`src/rtl/mem_copy_pkg.sv`:
```
// Shared types and constants for the memory copy/fill bus master.
package mem_copy_pkg;

   typedef enum logic [1:0] {
      IDLE = 2'd0,
      RD   = 2'd1,
      WR   = 2'd2,
      FIN  = 2'd3
   } state_t;

   localparam logic [3:0]  WSTRB_WORD = 4'hF;
   localparam logic [3:0]  WSTRB_NONE = 4'h0;
   localparam logic [31:0] WORD_BYTES = 32'd4;

   function automatic logic [31:0] word_align(input logic [31:0] addr);
      return addr & ~32'h3;
   endfunction

endpackage

```
`src/rtl/mem_watchdog.sv`:
```
// Counts consecutive stalled bus cycles; expired_o flags the cycle whose edge
// would bring the count to TIMEOUT. TIMEOUT=0 disables it.
module mem_watchdog #(
   parameter int TIMEOUT = 255
) (
   input  logic clk,
   input  logic reset,
   input  logic enable_i,
   input  logic clear_i,
   output logic expired_o
);

   localparam int CW = (TIMEOUT < 2) ? 1 : $clog2(TIMEOUT + 1);

   logic [CW-1:0] cnt_q;

   generate
      if (TIMEOUT == 0) begin : g_off
         assign expired_o = 1'b0;
      end else begin : g_on
         assign expired_o = enable_i && !clear_i && (cnt_q == CW'(TIMEOUT - 1));
      end
   endgenerate

   always_ff @(posedge clk or posedge reset) begin
      if (reset) begin
         cnt_q <= '0;
      end else if (!enable_i || clear_i || expired_o) begin
         cnt_q <= '0;
      end else begin
         cnt_q <= cnt_q + 1'b1;
      end
   end

endmodule

```
`src/rtl/mem_copy_master.sv`:
```
// Word copy / fill initiator on the picorv32 native memory bus, with watchdog abort.
// Fill mode exists only when MEM_COPY_FILL_EN is defined; otherwise every transfer copies.
module mem_copy_master
   import mem_copy_pkg::*;
#(
   parameter int LEN_W   = 16,
   parameter int TIMEOUT = 255
) (
   input  logic             clk,
   input  logic             reset,
   input  logic             start,
   input  logic [31:0]      src_addr,
   input  logic [31:0]      dst_addr,
   input  logic [LEN_W-1:0] len_words,
   input  logic             fill_mode,
   input  logic [31:0]      fill_data,
   output logic             busy,
   output logic             done,
   output logic             error,
   output logic [LEN_W-1:0] words_done,
   output logic             mem_valid,
   output logic             mem_instr,
   input  logic             mem_ready,
   output logic [31:0]      mem_addr,
   output logic [31:0]      mem_wdata,
   output logic [3:0]       mem_wstrb,
   input  logic [31:0]      mem_rdata
);

   state_t           state_q;
   logic [31:0]      src_q, dst_q;
   logic [LEN_W-1:0] len_q, words_done_q;
   logic             busy_q, done_q, error_q, fill_q;
   logic             mem_valid_q;
   logic [31:0]      mem_addr_q, mem_wdata_q;
   logic [3:0]       mem_wstrb_q;

   logic [31:0]      src_d, dst_d;
   logic [LEN_W-1:0] words_done_d;
   logic             last_word, fill_req, wd_expired;

   assign src_d        = src_q + WORD_BYTES;
   assign dst_d        = dst_q + WORD_BYTES;
   assign words_done_d = words_done_q + 1'b1;
   assign last_word    = (words_done_d == len_q);

`ifdef MEM_COPY_FILL_EN
   assign fill_req = fill_mode;
`else
   assign fill_req = 1'b0;
   logic unused_fill;
   assign unused_fill = ^{fill_mode, fill_data};
`endif

   mem_watchdog #(.TIMEOUT(TIMEOUT)) u_watchdog (
      .clk       (clk),
      .reset     (reset),
      .enable_i  (mem_valid_q),
      .clear_i   (mem_ready),
      .expired_o (wd_expired)
   );

   always_ff @(posedge clk or posedge reset) begin
      if (reset) begin
         state_q      <= IDLE;
         src_q        <= '0;
         dst_q        <= '0;
         len_q        <= '0;
         words_done_q <= '0;
         busy_q       <= 1'b0;
         done_q       <= 1'b0;
         error_q      <= 1'b0;
         fill_q       <= 1'b0;
         mem_valid_q  <= 1'b0;
         mem_addr_q   <= '0;
         mem_wdata_q  <= '0;
         mem_wstrb_q  <= WSTRB_NONE;
      end else begin
         done_q  <= 1'b0;
         error_q <= 1'b0;
         // expired_o is already qualified by a pending, unanswered request
         if (wd_expired) begin
            mem_valid_q <= 1'b0;
            busy_q      <= 1'b0;
            done_q      <= 1'b1;
            error_q     <= 1'b1;
            state_q     <= IDLE;
         end else begin
            case (state_q)
               IDLE: begin
                  if (start) begin
                     src_q        <= word_align(src_addr);
                     dst_q        <= word_align(dst_addr);
                     len_q        <= len_words;
                     words_done_q <= '0;
                     fill_q       <= fill_req;
`ifdef MEM_COPY_FILL_EN
                     mem_wdata_q  <= fill_data;
`endif
                     if (len_words == '0) begin
                        done_q  <= 1'b1;
                        state_q <= FIN;
                     end else if (fill_req) begin
                        busy_q      <= 1'b1;
                        mem_valid_q <= 1'b1;
                        mem_addr_q  <= word_align(dst_addr);
                        mem_wstrb_q <= WSTRB_WORD;
                        state_q     <= WR;
                     end else begin
                        busy_q      <= 1'b1;
                        mem_valid_q <= 1'b1;
                        mem_addr_q  <= word_align(src_addr);
                        mem_wstrb_q <= WSTRB_NONE;
                        state_q     <= RD;
                     end
                  end
               end
               RD: begin
                  if (mem_ready) begin
                     mem_wdata_q <= mem_rdata;
                     src_q       <= src_d;
                     mem_addr_q  <= dst_q;
                     mem_wstrb_q <= WSTRB_WORD;
                     state_q     <= WR;
                  end
               end
               WR: begin
                  if (mem_ready) begin
                     dst_q        <= dst_d;
                     words_done_q <= words_done_d;
                     if (last_word) begin
                        mem_valid_q <= 1'b0;
                        busy_q      <= 1'b0;
                        done_q      <= 1'b1;
                        state_q     <= FIN;
                     end else if (fill_q) begin
                        mem_addr_q <= dst_d;
                     end else begin
                        // src_q was advanced when the previous read completed
                        mem_addr_q  <= src_q;
                        mem_wstrb_q <= WSTRB_NONE;
                        state_q     <= RD;
                     end
                  end
               end
               FIN:     state_q <= IDLE;
               default: state_q <= IDLE;
            endcase
         end
      end
   end

   assign busy       = busy_q;
   assign done       = done_q;
   assign error      = error_q;
   assign words_done = words_done_q;
   assign mem_valid  = mem_valid_q;
   assign mem_instr  = 1'b0;
   assign mem_addr   = mem_addr_q;
   assign mem_wdata  = mem_wdata_q;
   assign mem_wstrb  = mem_wstrb_q;

endmodule
```
`config.mk`:
```
export PLATFORM = sky130hd
export DESIGN_NAME = mem_copy_master
export DESIGN_NICKNAME = d
export VERILOG_FILES = /design/src/rtl/mem_copy_pkg.sv /design/src/rtl/mem_watchdog.sv /design/src/rtl/mem_copy_master.sv
export SDC_FILE = /design/constraint.sdc
export NUM_CORES = 1
export LEC_CHECK = 0
export ABC_CLOCK_PERIOD_IN_PS = 11100
export BUFFER_PORTS_ARGS = -buffer_cell sky130_fd_sc_hd__buf_2
export CORE_MARGIN = 3
export CORE_UTILIZATION = 50
export CTS_BUF_LIST = sky130_fd_sc_hd__clkbuf_4
export DETAILED_ROUTE_END_ITERATION = 7
export PLACE_DENSITY = 0.76
export RECOVER_POWER = 25
export SLEW_MARGIN = 20
export SYNTH_ARGS = -nofsm -noshare
export SYNTH_HDL_FRONTEND = slang
export SYNTH_SLANG_ARGS = --single-unit
export TNS_END_PERCENT = 1
```
`constraint.sdc`:
```
create_clock -name clk -period 11.1 [get_ports clk]
set_input_delay 0 -clock clk [delete_from_list [all_inputs] [get_ports clk]]
set_output_delay 0 -clock clk [all_outputs]
set_load 0.03 [all_outputs]
```
==> impl_metrics.tcl, run 1 <==
set metrics [dict create \
    gp_congestion 0.8769 \
    yosys_warnings 0 \
    die-area_sq_um 20760 \
    timing.critical_path.arrival_ps 3990 \
    p_int_mw 1.845 \
    async_flop_share_pct 100.0 \
    synth_area_leaders "dfrtp_1 (44%), a21oi_1 (6.3%), mux2_2 (5.8%)" \
    cp-end-kind "register" \
    min_from "mem_rdata[14]" \
    wire_per_inst_um 17.94 \
    max_freq_ghz 0.2807 \
    synth_top_area_share_pct 44.36 \
    worstHoldPathCells 3 \
    power.density_nw_per_um2 290.3 \
    layout-drive-gt1-share_pct 25.80 \
    ys_types 70 \
    r2r_slack_ps 7540 \
    dp_hpwl_um 17420 \
    synthFlopType "dfrtp_1" \
    maxSlewViolCount 98 \
    slew_headroom_pct -183.5 \
    hold_violations 0 \
    start_kind "register" \
    wirelength_um 27070 \
    clock_latency_ps 570 \
    synthesis.area_sq_um 9533 \
    mostFrequentLayoutCells "buf_2 (189), dfrtp_1 (169), a21oi_1 (120), dlygate4sd3_1 (112), nand2_1 (74)" \
    htreeDepth 4 \
    rsz0062_at_grt "no" \
    r2r_cells 11 \
    path_max_fanout 86 \
    area_delta_synth_final_pct 24.81 \
    dp_slack_ps 7534 \
    r2r-end "src_q[13]" \
    min_to "mem_wdata[14]" \
    grt_pass1_vias 8738 \
    drtPass1Iterations 8 \
    fin_skew_ps 31.74 \
    grt_first_pass_wirelength_um 43280 \
    cap_violations 1 \
    p_total_mw 3.454 \
    pwr-share-clk_pct 11.1 \
    track_usage_pct 25.97 \
    whs_ps 184.9 \
    syn_nets 1158 \
    fillers 1489 \
    violations "max-capacitance violations, max-slew violations" \
    cts.repair.resized 0 \
    crit_start "state_q[1]" \
    io-pin-count 238 \
    pwr-share-comb_pct 55.5 \
    overflow 0 \
    finalCritPeriodShare_pct 32.09 \
    peakVddDrop_uv 148.0 \
    clock-sinks 169 \
    synth-seq-cells 169 \
    num_vias 8889 \
    cts_buffers 17 \
    grt_max_degree 98 \
    drtIter0Drc 614 \
    synth_cells 1001 \
    setup_violations 0 \
    die_y_um 144.1 \
    vias_per_cell 5.891 \
    timing.rr.start "state_q[1]" \
    start_util_pct 52.00 \
    power_frac_seq_pct 33.5 \
    hold_class "input pin to register" \
    core_sq_um 18330 \
    synth_area_per_cell_sq_um 9.523 \
    p_switching_mw 1.609 \
    path_class "register to register" \
    cts_tree "yes" \
    clk_pin_slew_ps 150 \
    outcome "complete, but fails checks" \
    clockRootBuffer "clkbuf_4" \
    cts_max_path_buffers 2 \
    synth_top_area_cell "dfrtp_1" \
    postLayoutCoreUtil_pct 64.90 \
    synth_edf_count 0 \
    io_buffers 199 \
    layout_commonest_cell "buf_2" \
    die_w_um 144.1 \
    yosysSeqAreaShare_pct 44.36 \
    switching_share_pct 46.57 \
    worstPathRequired_ps 11520 \
    postRouteAntennaNets 0 \
    p_leak_nw 5.180 \
    min_period_ps 3562 \
    fin_nets 1423 \
    route.detailed.drc 0 \
    antenna_found_initial 1 \
    placementRows 49 \
    fin_setup_tns_ps 0 \
    worstMarginPinSlew_ps 4229 \
    setup_ws_ps 7538 \
]
how the worst max path moves through the flow:
stage | end | slack, ps
final | src_q[13] | 7540
after global routing | mem_addr[31] | 6840
after CTS | src_q[16] | 7520
after detailed placement | src_q[16] | 7530
after global placement | src_q[13] | 7610
after floorplan | done | 6520
synthesized netlist by cell type, types with 10 or more instances:
library cell / n
dfrtp_1: 169
a21oi_1: 120
nand2_1: 74
o21ai_0: 73
nor2_1: 67
nand3_1: 63
mux2_2: 49
o22ai_1: 37
clkbuf_1: 31
a22oi_1: 30
mux2_4: 29
and3_1: 26
nor3_1: 20
inv_1: 16
nand4_1: 15
buf_4: 12
xnor2_1: 12
nor4_1: 11
buf_1: 10
xor2_1: 10
layer usage:
| metal | global-route usage (%) | share of wire (%) | vias up |
|---|---|---|---|
| met5 | 0 | 0 | - |
| met4 | 7.582 | 2.1 | 0 |
| met3 | 5.787 | 6.4 | 43 |
| met2 | 45.44 | 50 | 342 |
| met1 | 32.23 | 41 | 4287 |
| li1 | - | - | 4217 |
through the flow:
stage                     cell area, sq um  cells
after CTS                            11910   1508
after detailed placement             10490   1364
final                                11900   1509
after global routing                 11900   1509
after global placement               10490   1364
after floorplan                       9533   1001
power by group through the flow:
| stage | clock network (mW) | registers, mW | logic [mW] |
|---|---|---|---|
| floorplan | 0 | 1.32 | 1.32 |
| global placement | 0 | 1.14 | 1.83 |
| detailed placement | 0 | 1.16 | 1.88 |
| CTS | 0.395 | 1.15 | 1.91 |
| global route | 0.420 | 1.19 | 2.09 |
| finish | 0.383 | 1.16 | 1.92 |
flip-flops by register name, summed over array words and instances (netlist names):
signal / count
done: 1
dst_q: 30
error: 1
len_q: 16
mem_addr: 31
mem_valid: 1
mem_wdata: 32
mem_wstrb: 1
src_q: 30
state_q: 2
u_watchdog.cnt_q: 8
words_done: 16
timing repair:
action	CTS	global route
endpoints found under the hold margin	243	0
setup endpoints to repair	0	0
hold buffers	112	0
setup buffers	0	0
layout make-up:
cell class	instances	area, sq um	share of cell area, %
Timing Repair Buffer	320	2172	18.26
Inverter	17	65.06	0.5468
Clock buffer	17	127.6	1.073
Antenna cell	1	2.502	0.02103
Multi-Input combinational cell	741	4838	40.67
Sequential cell	169	4229	35.55
Tap cell	229	286.5	2.408
Clock inverter	15	176.4	1.483
worst max-delay path, stage by stage, from the launching register on:
cell     delay (ps)
dfrtp_1         450
inv_1           100
ha_2            160
buf_4           610
nand2_1         100
buf_4           300
o21ai_0         160
and3_1          200
buf_4           450
nand2_1         510
o22ai_1         290
a21oi_1          60
logic make-up after synthesis:
kind of cell,Yosys count,share of synthesized area (%)
compound gates,301,18.56
xor+xnor,22,2.021
fa+ha+maj,8,1.050
buf+inv,91,5.342
flops,169,44.36
mux,85,11.09
other cells,1,0.03934
simple gates,324,17.54
Power figures use the tool's default switching activity.
==> inputs of run 2 (changes only) <==
--- a/config.mk
+++ b/config.mk
@@ -5,13 +5,14 @@
 export SDC_FILE = /design/constraint.sdc
 export NUM_CORES = 1
 export LEC_CHECK = 0
-export ABC_CLOCK_PERIOD_IN_PS = 11100
+export ABC_AREA = 1
+export ABC_CLOCK_PERIOD_IN_PS = 3000
 export BUFFER_PORTS_ARGS = -buffer_cell sky130_fd_sc_hd__buf_2
 export CORE_MARGIN = 3
 export CORE_UTILIZATION = 50
 export CTS_BUF_LIST = sky130_fd_sc_hd__clkbuf_4
 export DETAILED_ROUTE_END_ITERATION = 7
-export PLACE_DENSITY = 0.76
+export PLACE_DENSITY = 0.78
 export RECOVER_POWER = 25
 export SLEW_MARGIN = 20
 export SYNTH_ARGS = -nofsm -noshare
==> constraint.sdc (replaced) <==
create_clock -name clk -period 3 [get_ports clk]
set_input_delay 0 -clock clk [delete_from_list [all_inputs] [get_ports clk]]
set_output_delay 0 -clock clk [all_outputs]
set_load 0.03 [all_outputs]
==> run 2 against run 1 <==
  * The flow still finishes with violations (max-capacitance violations, max-slew violations)
  * Utilization barely moved
  * Sequential power grew to 3.7 times the previous value
  * Worst hold slack got worse by 88 ps
==> impl_metrics.tcl, run 2 <==
set metrics [dict create \
    die_y_um 147.8 \
    drtPass1Iterations 6 \
    clockRootBuffer "clkbuf_4" \
    setup_ws_ps 336.1 \
    vias_per_cell 5.535 \
    violations "max-capacitance violations, max-slew violations" \
    wire_per_inst_um 16.12 \
    synth_area_leaders "dfrtp_1 (42%), nand2_1 (12%), nor2_1 (5.9%)" \
    io-pin-count 238 \
    hold_class "input pin to asynchronous set/reset pin" \
    synth-seq-cells 169 \
    p_leak_nw 6.087 \
    route.detailed.drc 0 \
    fin_skew_ps 29.49 \
    worstPathRequired_ps 3530 \
    dp_hpwl_um 21070 \
    postRouteAntennaNets 0 \
    cap_violations 1 \
    postLayoutCoreUtil_pct 64.87 \
    min_period_ps 2664 \
    timing.critical_path.arrival_ps 3190 \
    drtIter0Drc 970 \
    core_sq_um 19590 \
    ys_types 45 \
    outcome "complete, but fails checks" \
    yosys_warnings 0 \
    synth_edf_count 0 \
    gp_congestion 0.9448 \
    max_freq_ghz 0.3754 \
    yosysSeqAreaShare_pct 42.06 \
    cts_max_path_buffers 2 \
    cts_buffers 17 \
    clk_pin_slew_ps 160 \
    hold_violations 0 \
    fin_setup_tns_ps 0 \
    dp_slack_ps 423.7 \
    path_max_fanout 31 \
    grt_pass1_vias 9844 \
    cp-end-kind "register" \
    die-area_sq_um 21850 \
    post_cts_buffers 0 \
    die_w_um 147.8 \
    num_vias 10560 \
    track_usage_pct 27.68 \
    io_buffers 199 \
    synth_commonest_cells "nand2_1 (312), dfrtp_1 (169), nor2_1 (159)" \
    area_delta_synth_final_pct 26.38 \
    fin_nets 1784 \
    grt_max_degree 73 \
    rsz0062_at_grt "no" \
    start_util_pct 51.33 \
    layout_commonest_cell "nand2_1" \
    mostFrequentLayoutCells "nand2_1 (312), buf_2 (198), dfrtp_1 (169), nor2_1 (157), inv_1 (121)" \
    cts_tree "yes" \
    overflow 0 \
    clock_latency_ps 580 \
    layout-drive-gt1-share_pct 21.10 \
    power.density_nw_per_um2 1032 \
    synthFlopType "dfrtp_1" \
    placementRows 51 \
    antenna_found_initial 2 \
    start_kind "register" \
    setup_violations 0 \
    peakVddDrop_uv 643.1 \
    htreeDepth 4 \
    finalCritPeriodShare_pct 88.80 \
    worstMarginPinSlew_ps 1831 \
    synth_top_area_share_pct 42.06 \
    slew_headroom_pct -22.10 \
    grt_first_pass_wirelength_um 48960 \
    clock-sinks 169 \
    synth.most_common_cell "nand2_1" \
    path_class "register to register" \
    largest_reg_flops 32 \
    synthesis.area_sq_um 10060 \
    synth_area_per_cell_sq_um 7.527 \
    synth_cells 1336 \
    syn_nets 1493 \
    async_flop_share_pct 100.0 \
    maxSlewViolCount 73 \
    synth_top_area_cell "dfrtp_1" \
    wirelength_um 30740 \
]
==> run 2: worst paths after layout <==
check / start / to / slack (ps) / depth (start not counted)
max: words_done[0] / mem_addr[24] / 340 / 13
min: reset / mem_wdata[6] / 100 / 3
max reg2reg: words_done[0] / mem_addr[24] / 340 / 13
min reg2reg: mem_addr[30] / mem_addr[30] / 500 / 2
max in group asynchronous: reset / src_q[15] / 650 / 4
min in group clk: mem_rdata[15] / mem_wdata[15] / 180 / 3
==> run 2: cells by family after synthesis <==
logic type / after synthesis / synth area share (%)
multiplexers: 37 / 4.143
XOR/XNOR: 26 / 2.265
adder cells (fa/ha/maj): 8 / 0.9954
flip-flops: 169 / 42.06
AO/OA/AOI/OAI: 195 / 11.17
other: 1 / 0.03729
buffers and inverters: 186 / 7.714
AND/OR/NAND/NOR: 714 / 31.62
==> run 2: worst max-delay path, cell delays in order, from the launching register on <==
cell	delay, ps
dfrtp_1	490
ha_1	240
nand2_1	140
nor2_4	210
nand3_1	140
nand2_1	100
nand3_1	80
nand2_1	120
nand2_1	90
nor2_2	200
nand4_4	170
nand2_4	420
nand2_1	120
nand2_1	80
==> run 2: where the power goes <==
| group | internal [mW] | leakage, nW | switching [mW] |
|---|---|---|---|
| registers | 3.30 | 2.06 | 0.969 |
| clock network | 0.607 | 0.163 | 0.874 |
| logic | 2.49 | 3.86 | 4.87 |
| total | 6.40 | 6.09 | 6.72 |
==> run 2: timing repair <==
item | CTS | global route
hold endpoints to repair | 192 | 0
resized for setup | 0 | 0
hold buffers | 112 | 0
==> run 2: final cells by class <==
type,instances,area (sq um)
antenna,2,5.005
clock buffer,18,135.1
clock inverter,14,181.4
fill,1659,6882
inverter,127,478.0
multi-input combinational,981,5064
sequential,169,4229
tap,265,331.6
timing repair buffer,331,2285
==> run 2: through the flow <==
stage / cell area (sq um) / cells / power, mW / hold WS [ps]
after CTS: 12720 / 1904 / 12.96 / 138.3
after global placement: 11280 / 1760 / 11.18 / 232.3
after detailed placement: 11280 / 1760 / 11.37 / 236.6
after floorplan: 10060 / 1336 / 9.493 / 133.0
final: 12710 / 1907 / 13.11 / 97.16
after global routing: 12710 / 1907 / 14.11 / 135.7
==> run 2: metal layers <==
metal	part of all wire (%)	track usage, %	vias to the layer above
li1	-	-	5024
met5	0	0	-
met1	40	36.83	4926
met3	8.3	4.353	83
met2	48	44.90	522
met4	3.8	12.56	0
